File: config.mk
export PLATFORM = sky130hd
export DESIGN_NAME = store_commit_ctrl
export DESIGN_NICKNAME = d
export VERILOG_FILES = /design/src/rtl/store_commit_ctrl_pkg.sv /design/src/rtl/store_commit_ctrl.sv
export SDC_FILE = /design/constraint.sdc
export NUM_CORES = 1
export LEC_CHECK = 0
export CORE_ASPECT_RATIO = 1.1
export CORE_MARGIN = 2
export CORE_UTILIZATION = 35
export CTS_BUF_LIST = sky130_fd_sc_hd__clkbuf_4 sky130_fd_sc_hd__clkbuf_8 sky130_fd_sc_hd__clkbuf_16
export CTS_CLUSTER_DIAMETER = 40
export CTS_CLUSTER_SIZE = 40
export DETAILED_ROUTE_END_ITERATION = 10
export PLACE_DENSITY_LB_ADDON = 0.2
export SLEW_MARGIN = 20
export SYNTH_ARGS = -nofsm -noshare
export SYNTH_HDL_FRONTEND = slang
export SYNTH_SLANG_ARGS = --single-unit
File: constraint.sdc
create_clock -name clk -period 8.24 [get_ports clk]
set_input_delay 0.824 -clock clk [delete_from_list [all_inputs] [get_ports clk]]
set_output_delay 0.824 -clock clk [all_outputs]
set_load 0.01 [all_outputs]
File: src/rtl/store_commit_ctrl_pkg.sv
// Shared types for the post-commit store buffer: the buffered store entry and
// the drain-scheduler state encoding.
package store_commit_ctrl_pkg;

  localparam int unsigned SB_DEPTH_DEFAULT = 8;

  typedef struct packed {
    logic [31:0] addr;
    logic [31:0] wdata;
    logic [3:0]  wstrb;
    logic [1:0]  size;
  } sb_entry_t;

  typedef enum logic [1:0] {
    SB_IDLE = 2'd0,
    SB_REQ  = 2'd1,
    SB_WAIT = 2'd2
  } sb_state_t;

  // Number of stores the commit stage retires this cycle (0, 1 or 2).
  function automatic logic [1:0] commit_count(input logic s1, input logic s2);
    return {1'b0, s1} + {1'b0, s2};
  endfunction

endpackage

File: src/rtl/store_commit_ctrl.sv
// Store buffer between the memory pipe and the dcache: speculative enqueue,
// in-order commit marking, flush of the uncommitted tail, single-outstanding drain.
module store_commit_ctrl
  import store_commit_ctrl_pkg::*;
#(
  parameter  int SB_DEPTH = SB_DEPTH_DEFAULT,
  localparam int PTR_W    = $clog2(SB_DEPTH) + 1
) (
  input  logic        clk,
  input  logic        rst_n,
  input  logic        i_flush,
  input  logic        i_push_valid,
  output logic        o_push_ready,
  input  logic [31:0] i_push_addr,
  input  logic [31:0] i_push_wdata,
  input  logic [3:0]  i_push_wstrb,
  input  logic [1:0]  i_push_size,
  input  logic        i_commit_store1_valid,
  input  logic        i_commit_store2_valid,
  output logic        o_data_req,
  output logic        o_data_wr,
  output logic [1:0]  o_data_size,
  output logic [31:0] o_data_addr,
  output logic [31:0] o_data_wdata,
  output logic [3:0]  o_data_wstrb,
  input  logic        i_data_addr_ok,
  input  logic        i_data_data_ok,
  output logic        o_sb_empty,
  output logic        o_sb_full
);

  localparam int IDX_W = PTR_W - 1;

  sb_entry_t        r_mem [SB_DEPTH];
  sb_entry_t        r_out;
  logic [PTR_W-1:0] r_head;
  logic [PTR_W-1:0] r_cmt;
  logic [PTR_W-1:0] r_tail;
  sb_state_t        r_state;

  sb_state_t        w_state_next;
  logic [PTR_W-1:0] w_head_next;
  logic [PTR_W-1:0] w_cmt_next;
  logic [PTR_W-1:0] w_tail_next;
  logic [PTR_W-1:0] w_cmt_cnt;
  logic             w_full;
  logic             w_empty;
  logic             w_push;
  logic             w_pop;
  logic             w_load;

  // Occupancy comes from registered pointers only, so push_ready never sees this cycle's pop.
  assign w_full  = (r_tail[PTR_W-1] != r_head[PTR_W-1]) &&
                   (r_tail[IDX_W-1:0] == r_head[IDX_W-1:0]);
  assign w_empty = (r_tail == r_head);
  assign w_push  = i_push_valid && !w_full && !i_flush;

  assign w_cmt_cnt   = {{(PTR_W-2){1'b0}}, commit_count(i_commit_store1_valid, i_commit_store2_valid)};
  assign w_cmt_next  = r_cmt + w_cmt_cnt;
  assign w_head_next = r_head + {{(PTR_W-1){1'b0}}, w_pop};
  assign w_tail_next = i_flush ? w_cmt_next : (r_tail + {{(PTR_W-1){1'b0}}, w_push});

  always_comb begin
    w_state_next = r_state;
    w_pop        = 1'b0;
    w_load       = 1'b0;
    case (r_state)
      SB_IDLE: begin
        if (r_head != r_cmt) begin
          w_state_next = SB_REQ;
          w_load       = 1'b1;
        end
      end
      SB_REQ: begin
        if (i_data_addr_ok) begin
          if (i_data_data_ok) begin
            w_pop        = 1'b1;
            w_state_next = SB_IDLE;
          end else begin
            w_state_next = SB_WAIT;
          end
        end
      end
      SB_WAIT: begin
        if (i_data_data_ok) begin
          w_pop        = 1'b1;
          w_state_next = SB_IDLE;
        end
      end
      default: w_state_next = SB_IDLE;
    endcase
  end

  always_ff @(posedge clk or negedge rst_n) begin
    if (!rst_n) begin
      r_head  <= '0;
      r_cmt   <= '0;
      r_tail  <= '0;
      r_state <= SB_IDLE;
      r_out   <= '0;
    end else begin
      r_head  <= w_head_next;
      r_cmt   <= w_cmt_next;
      r_tail  <= w_tail_next;
      r_state <= w_state_next;
      if (w_load) begin
        r_out <= r_mem[r_head[IDX_W-1:0]];
      end
    end
  end

  // Entry payload needs no reset: only slots inside [head,tail) are ever read.
  always_ff @(posedge clk) begin
    if (w_push) begin
      r_mem[r_tail[IDX_W-1:0]] <= '{addr:  i_push_addr,
                                    wdata: i_push_wdata,
                                    wstrb: i_push_wstrb,
                                    size:  i_push_size};
    end
  end

  assign o_push_ready = !w_full;
  assign o_sb_full    = w_full;
  assign o_sb_empty   = w_empty;
  assign o_data_req   = (r_state == SB_REQ);
  assign o_data_wr    = (r_state == SB_REQ);
  assign o_data_addr  = r_out.addr;
  assign o_data_wdata = r_out.wdata;
  assign o_data_wstrb = r_out.wstrb;
  assign o_data_size  = r_out.size;

  a_store2_needs_store1: assert property (@(posedge clk) disable iff (!rst_n)
    i_commit_store2_valid |-> i_commit_store1_valid);

  a_commit_within_uncommitted: assert property (@(posedge clk) disable iff (!rst_n)
    w_cmt_cnt <= (r_tail - r_cmt));

  a_data_ok_only_when_outstanding: assert property (@(posedge clk) disable iff (!rst_n)
    i_data_data_ok |-> ((r_state == SB_WAIT) || ((r_state == SB_REQ) && i_data_addr_ok)));

endmodule

==> flow_summary_export.csv <==
group,metric,value,unit
power,p_per_area,373,nW/um^2
global_routing,antenna_found_initial,7,
clocking,clkLatencyLatePin,0.63,ns
power,intPower,7.97,mW
worst_setup_path,cp-end-kind,"register",
synth,yosys.cell_types.count,33,
power,sw_frac_of_total,0.292,
synth,synthCells,1122,
sta,finalSetupTns,0,ns
routing,firstDrtPassIters,4,
floorplan,dieArea,72000,sq um
status,outcome,"finished, final reports clean",
sta,slew_viol_final,0,
final_layout,nets,1412,
sta,rsz0062_at_grt,"false",
synth,async_flop_share,0.130,
floorplan,io_pins,153,
worst_setup_path,path_cells,"xnor2_1 -> a41oi_2 -> nand2b_1 -> nor2_4 -> buf_4",
clocking,clockRootBuffer,"clkbuf_16",
synth,synth_seq_cells,644,
global_routing,track_usage,0.142,
clocking,cts.sinks,644,
routing,detail_route.wl_per_cell,21.6,microns
job,cap_violations,0,
sta,worstMarginPinSlew,1.10,ns
worst_setup_path,cp_data_arrival_time,3.98,ns
floorplan,core_area,69100,sq um
worst_setup_path,critPathTopFamily,"simple AND/OR/NAND/NOR gates",
placement,place_hpwl,27800,microns
clocking,cts_tree,"built",
worst_setup_path,critPathLaunchType,"register",
routing,via_per_inst,4.80,
sta,setup_violations,0,
global_routing,first_global_vias,12300,
floorplan,rows,101,
sta,fin_crit,3.73,ns
power,p_switching,3.29,mW
final_layout,drive_gt1_frac,0.270,
final_layout,final_util,0.437,
clocking,htree_levels,3,
worst_setup_path,slowest_stage,"dfrtp_4",
global_routing,grt_pass1_wl,76200,microns
worst_setup_path,crit_type,"reg2reg",
worst_setup_path,path_buf_inv,1,
placement,port_buffers,152,
sta,relSlewSlack,0.269,
final_layout,areaGrowthSynthToFinish,23.5,%
clocking,clk_pin_slew,0.07,ns
power,clkPwrFrac,0.360,
worst_setup_path,cp.required,8.49,ns
synth,avgSynthCellArea,21.8,sq um
final_layout,fin_cells,2328,
power,power.leakage,10.1,nW
sta,clock_skew,0.0229,ns
floorplan,die_x,256,microns
floorplan,initial_utilization,0.354,
sta,max_freq,268,MHz
routing,ant_nets,0,
synth,yosys_warnings,0,
routing,drc_errors,0,
routing,num_vias,11200,
worst_setup_path,max_stage_delay,0.92,ns
synth,yosysSeqAreaShare,0.773,
final_layout,nFillCells,5896,
sta,post-route-period-util,0.453,
synth,synth_ff_type,"edfxtp_1",
power,power_frac_comb,0.262,
clocking,cts_hold_buf,0,
worst_setup_path,path_max_fanout,48,
global_routing,grt_max_degree,122,
power,seq_power_share,0.378,
worst_hold_path,hp-class,"in2async",
clocking,cts_buffers,87,
global_routing,overflow,0,
clocking,post_cts_resized,0,
power,peakVddDrop,0.000282,V
floorplan,die_h,281,microns
synth,synth_area,24500,sq um
routing,drtIter0Drc,648,
clocking,cts_max_path_buffers,3,
placement,gp_congestion,0.670,
sta,finalHoldViolCount,0,
routing,wl,50300,microns
clocking,cts_setup_buffers,0,
synth,syn-num-nets,1209,
power,total_power,11.3,mW
placement,dp_cells,2161,
worst_setup_path,rrSetupSlack,4.51,ns
synth,synth_edf_count,560,
[sequential cells by signal, summed over array words and instances (netlist names)]
signal        cells
o_data_size       2
r_mem           560
r_tail            4
o_data_wstrb      4
o_data_wdata     32
r_head            4
o_data_addr      32
r_cmt             4
r_state           2
[cells by family after synthesis]
group	count (synthesis)	synth area share
buffers and inverters	67	0.0187
muxes	213	0.159
adders and majority gates	9	0.00491
and+or+nand+nor	96	0.0169
xor gates and xnor gates	14	0.00501
AOI/OAI and AO/OA	79	0.0223
DFF	644	0.773
[path summary, 6_finish.rpt]
path,start,to,cells after the start
worst max register to register,r_head[2],r_mem[6][46],5
max in group asynchronous,rst_n,r_head[2],2
min in group clk,o_data_addr[10],o_data_addr[10],2
worst min-delay path,rst_n,o_data_addr[10],1
worst max-delay path,r_head[2],r_mem[6][46],5
worst min register to register,o_data_addr[10],o_data_addr[10],2
[stage by stage]
| stage | worst slack [ns] | hold WS, ns | area [sq um] |
|---|---|---|---|
| 3_3_place_gp | 4.11 | 0.461 | 26900 |
| 5_1_grt | 4.24 | 0.207 | 30200 |
| 3_5_place_dp | 4.10 | 0.464 | 26900 |
| 4_1_cts | 4.39 | 0.184 | 30200 |
| 2_1_floorplan | 1.62 | 0.473 | 24500 |
| 6_report | 4.51 | 0.189 | 30200 |
[layout make-up]
cell class                      instances  area (sq um)  share of cell area
Antenna cell                            1          2.50           0.0000828
Clock buffer                           98          2330              0.0771
Multi-Input combinational cell        411          5140               0.170
Sequential cell                       644         18900               0.626
Timing Repair Buffer                  171          1710              0.0567
Tap cell                              927          1160              0.0384
Inverter                               10          37.5             0.00124
Clock inverter                         66           902              0.0299
[Yosys cell counts, types with 10 or more instances]
library cell	number	share of area
buf_6	17	0.0078
mux2i_1	71	0.029
o21ai_2	30	0.011
inv_1	10	0.0015
dfrtp_1	84	0.086
mux4_2	140	0.13
nand2_2	10	0.0026
buf_2	12	0.0025
nand2_1	65	0.010
clkbuf_1	17	0.0026
o21ai_1	41	0.0084
edfxtp_1	560	0.69
[per-layer routing]
metal | global-route usage | vias up | wire length [microns]
met2 | 0.249 | 212 | 26100
met4 | 0.0565 | 12 | 1200
li1 | - | 5003 | -
met1 | 0.172 | 5856 | 20800
met5 | 0 | - | 70
met3 | 0.0310 | 83 | 2090
[power by group through the flow]
stage	clock (mW)	sequential, mW	combinational [mW]
global route	4.29	4.32	3.24
floorplan	0	4.30	2.13
finish	4.05	4.26	2.95
CTS	4.15	4.27	3.04
detailed placement	0	4.33	3.03
global placement	0	4.32	3.02
[worst reg2reg max path: cells and delay by family (launching register included)]
family | cells | cell delay (ns)
and+or+nand+nor | 2 | 1.05
DFF | 1 | 0.92
buffers and inverters | 1 | 0.81
AOI/OAI and AO/OA | 1 | 0.30
xor gates and xnor gates | 1 | 0.25
[layout by cell type, fill, tap and decap left out, drive strengths merged]
cell | netlist | final
xor2 | 8 | 8
ha | 8 | 8
clkinv | 0 | 23
o21ai | 73 | 73
clkinvlp | 0 | 8
inv | 10 | 31
diode | 0 | 1
nor2 | 8 | 8
mux2 | 2 | 2
nor4 | 1 | 1
mux4 | 140 | 140
a41oi | 1 | 1
xnor2 | 6 | 6
o22ai | 1 | 1
nand2 | 75 | 75
nand2b | 5 | 5
a21oi | 2 | 2
nand3 | 3 | 3
nand3b | 1 | 1
mux2i | 71 | 71
nor3 | 2 | 2
o41ai | 1 | 1
clkdlybuf4s50 | 0 | 151
fa | 1 | 1
dfrtp | 84 | 84
edfxtp | 560 | 560
bufinv | 0 | 14
nand4 | 1 | 1
buf | 40 | 20
o21a | 1 | 1
clkbuf | 17 | 98
Note: power is estimated with default switching activity, not from simulation.
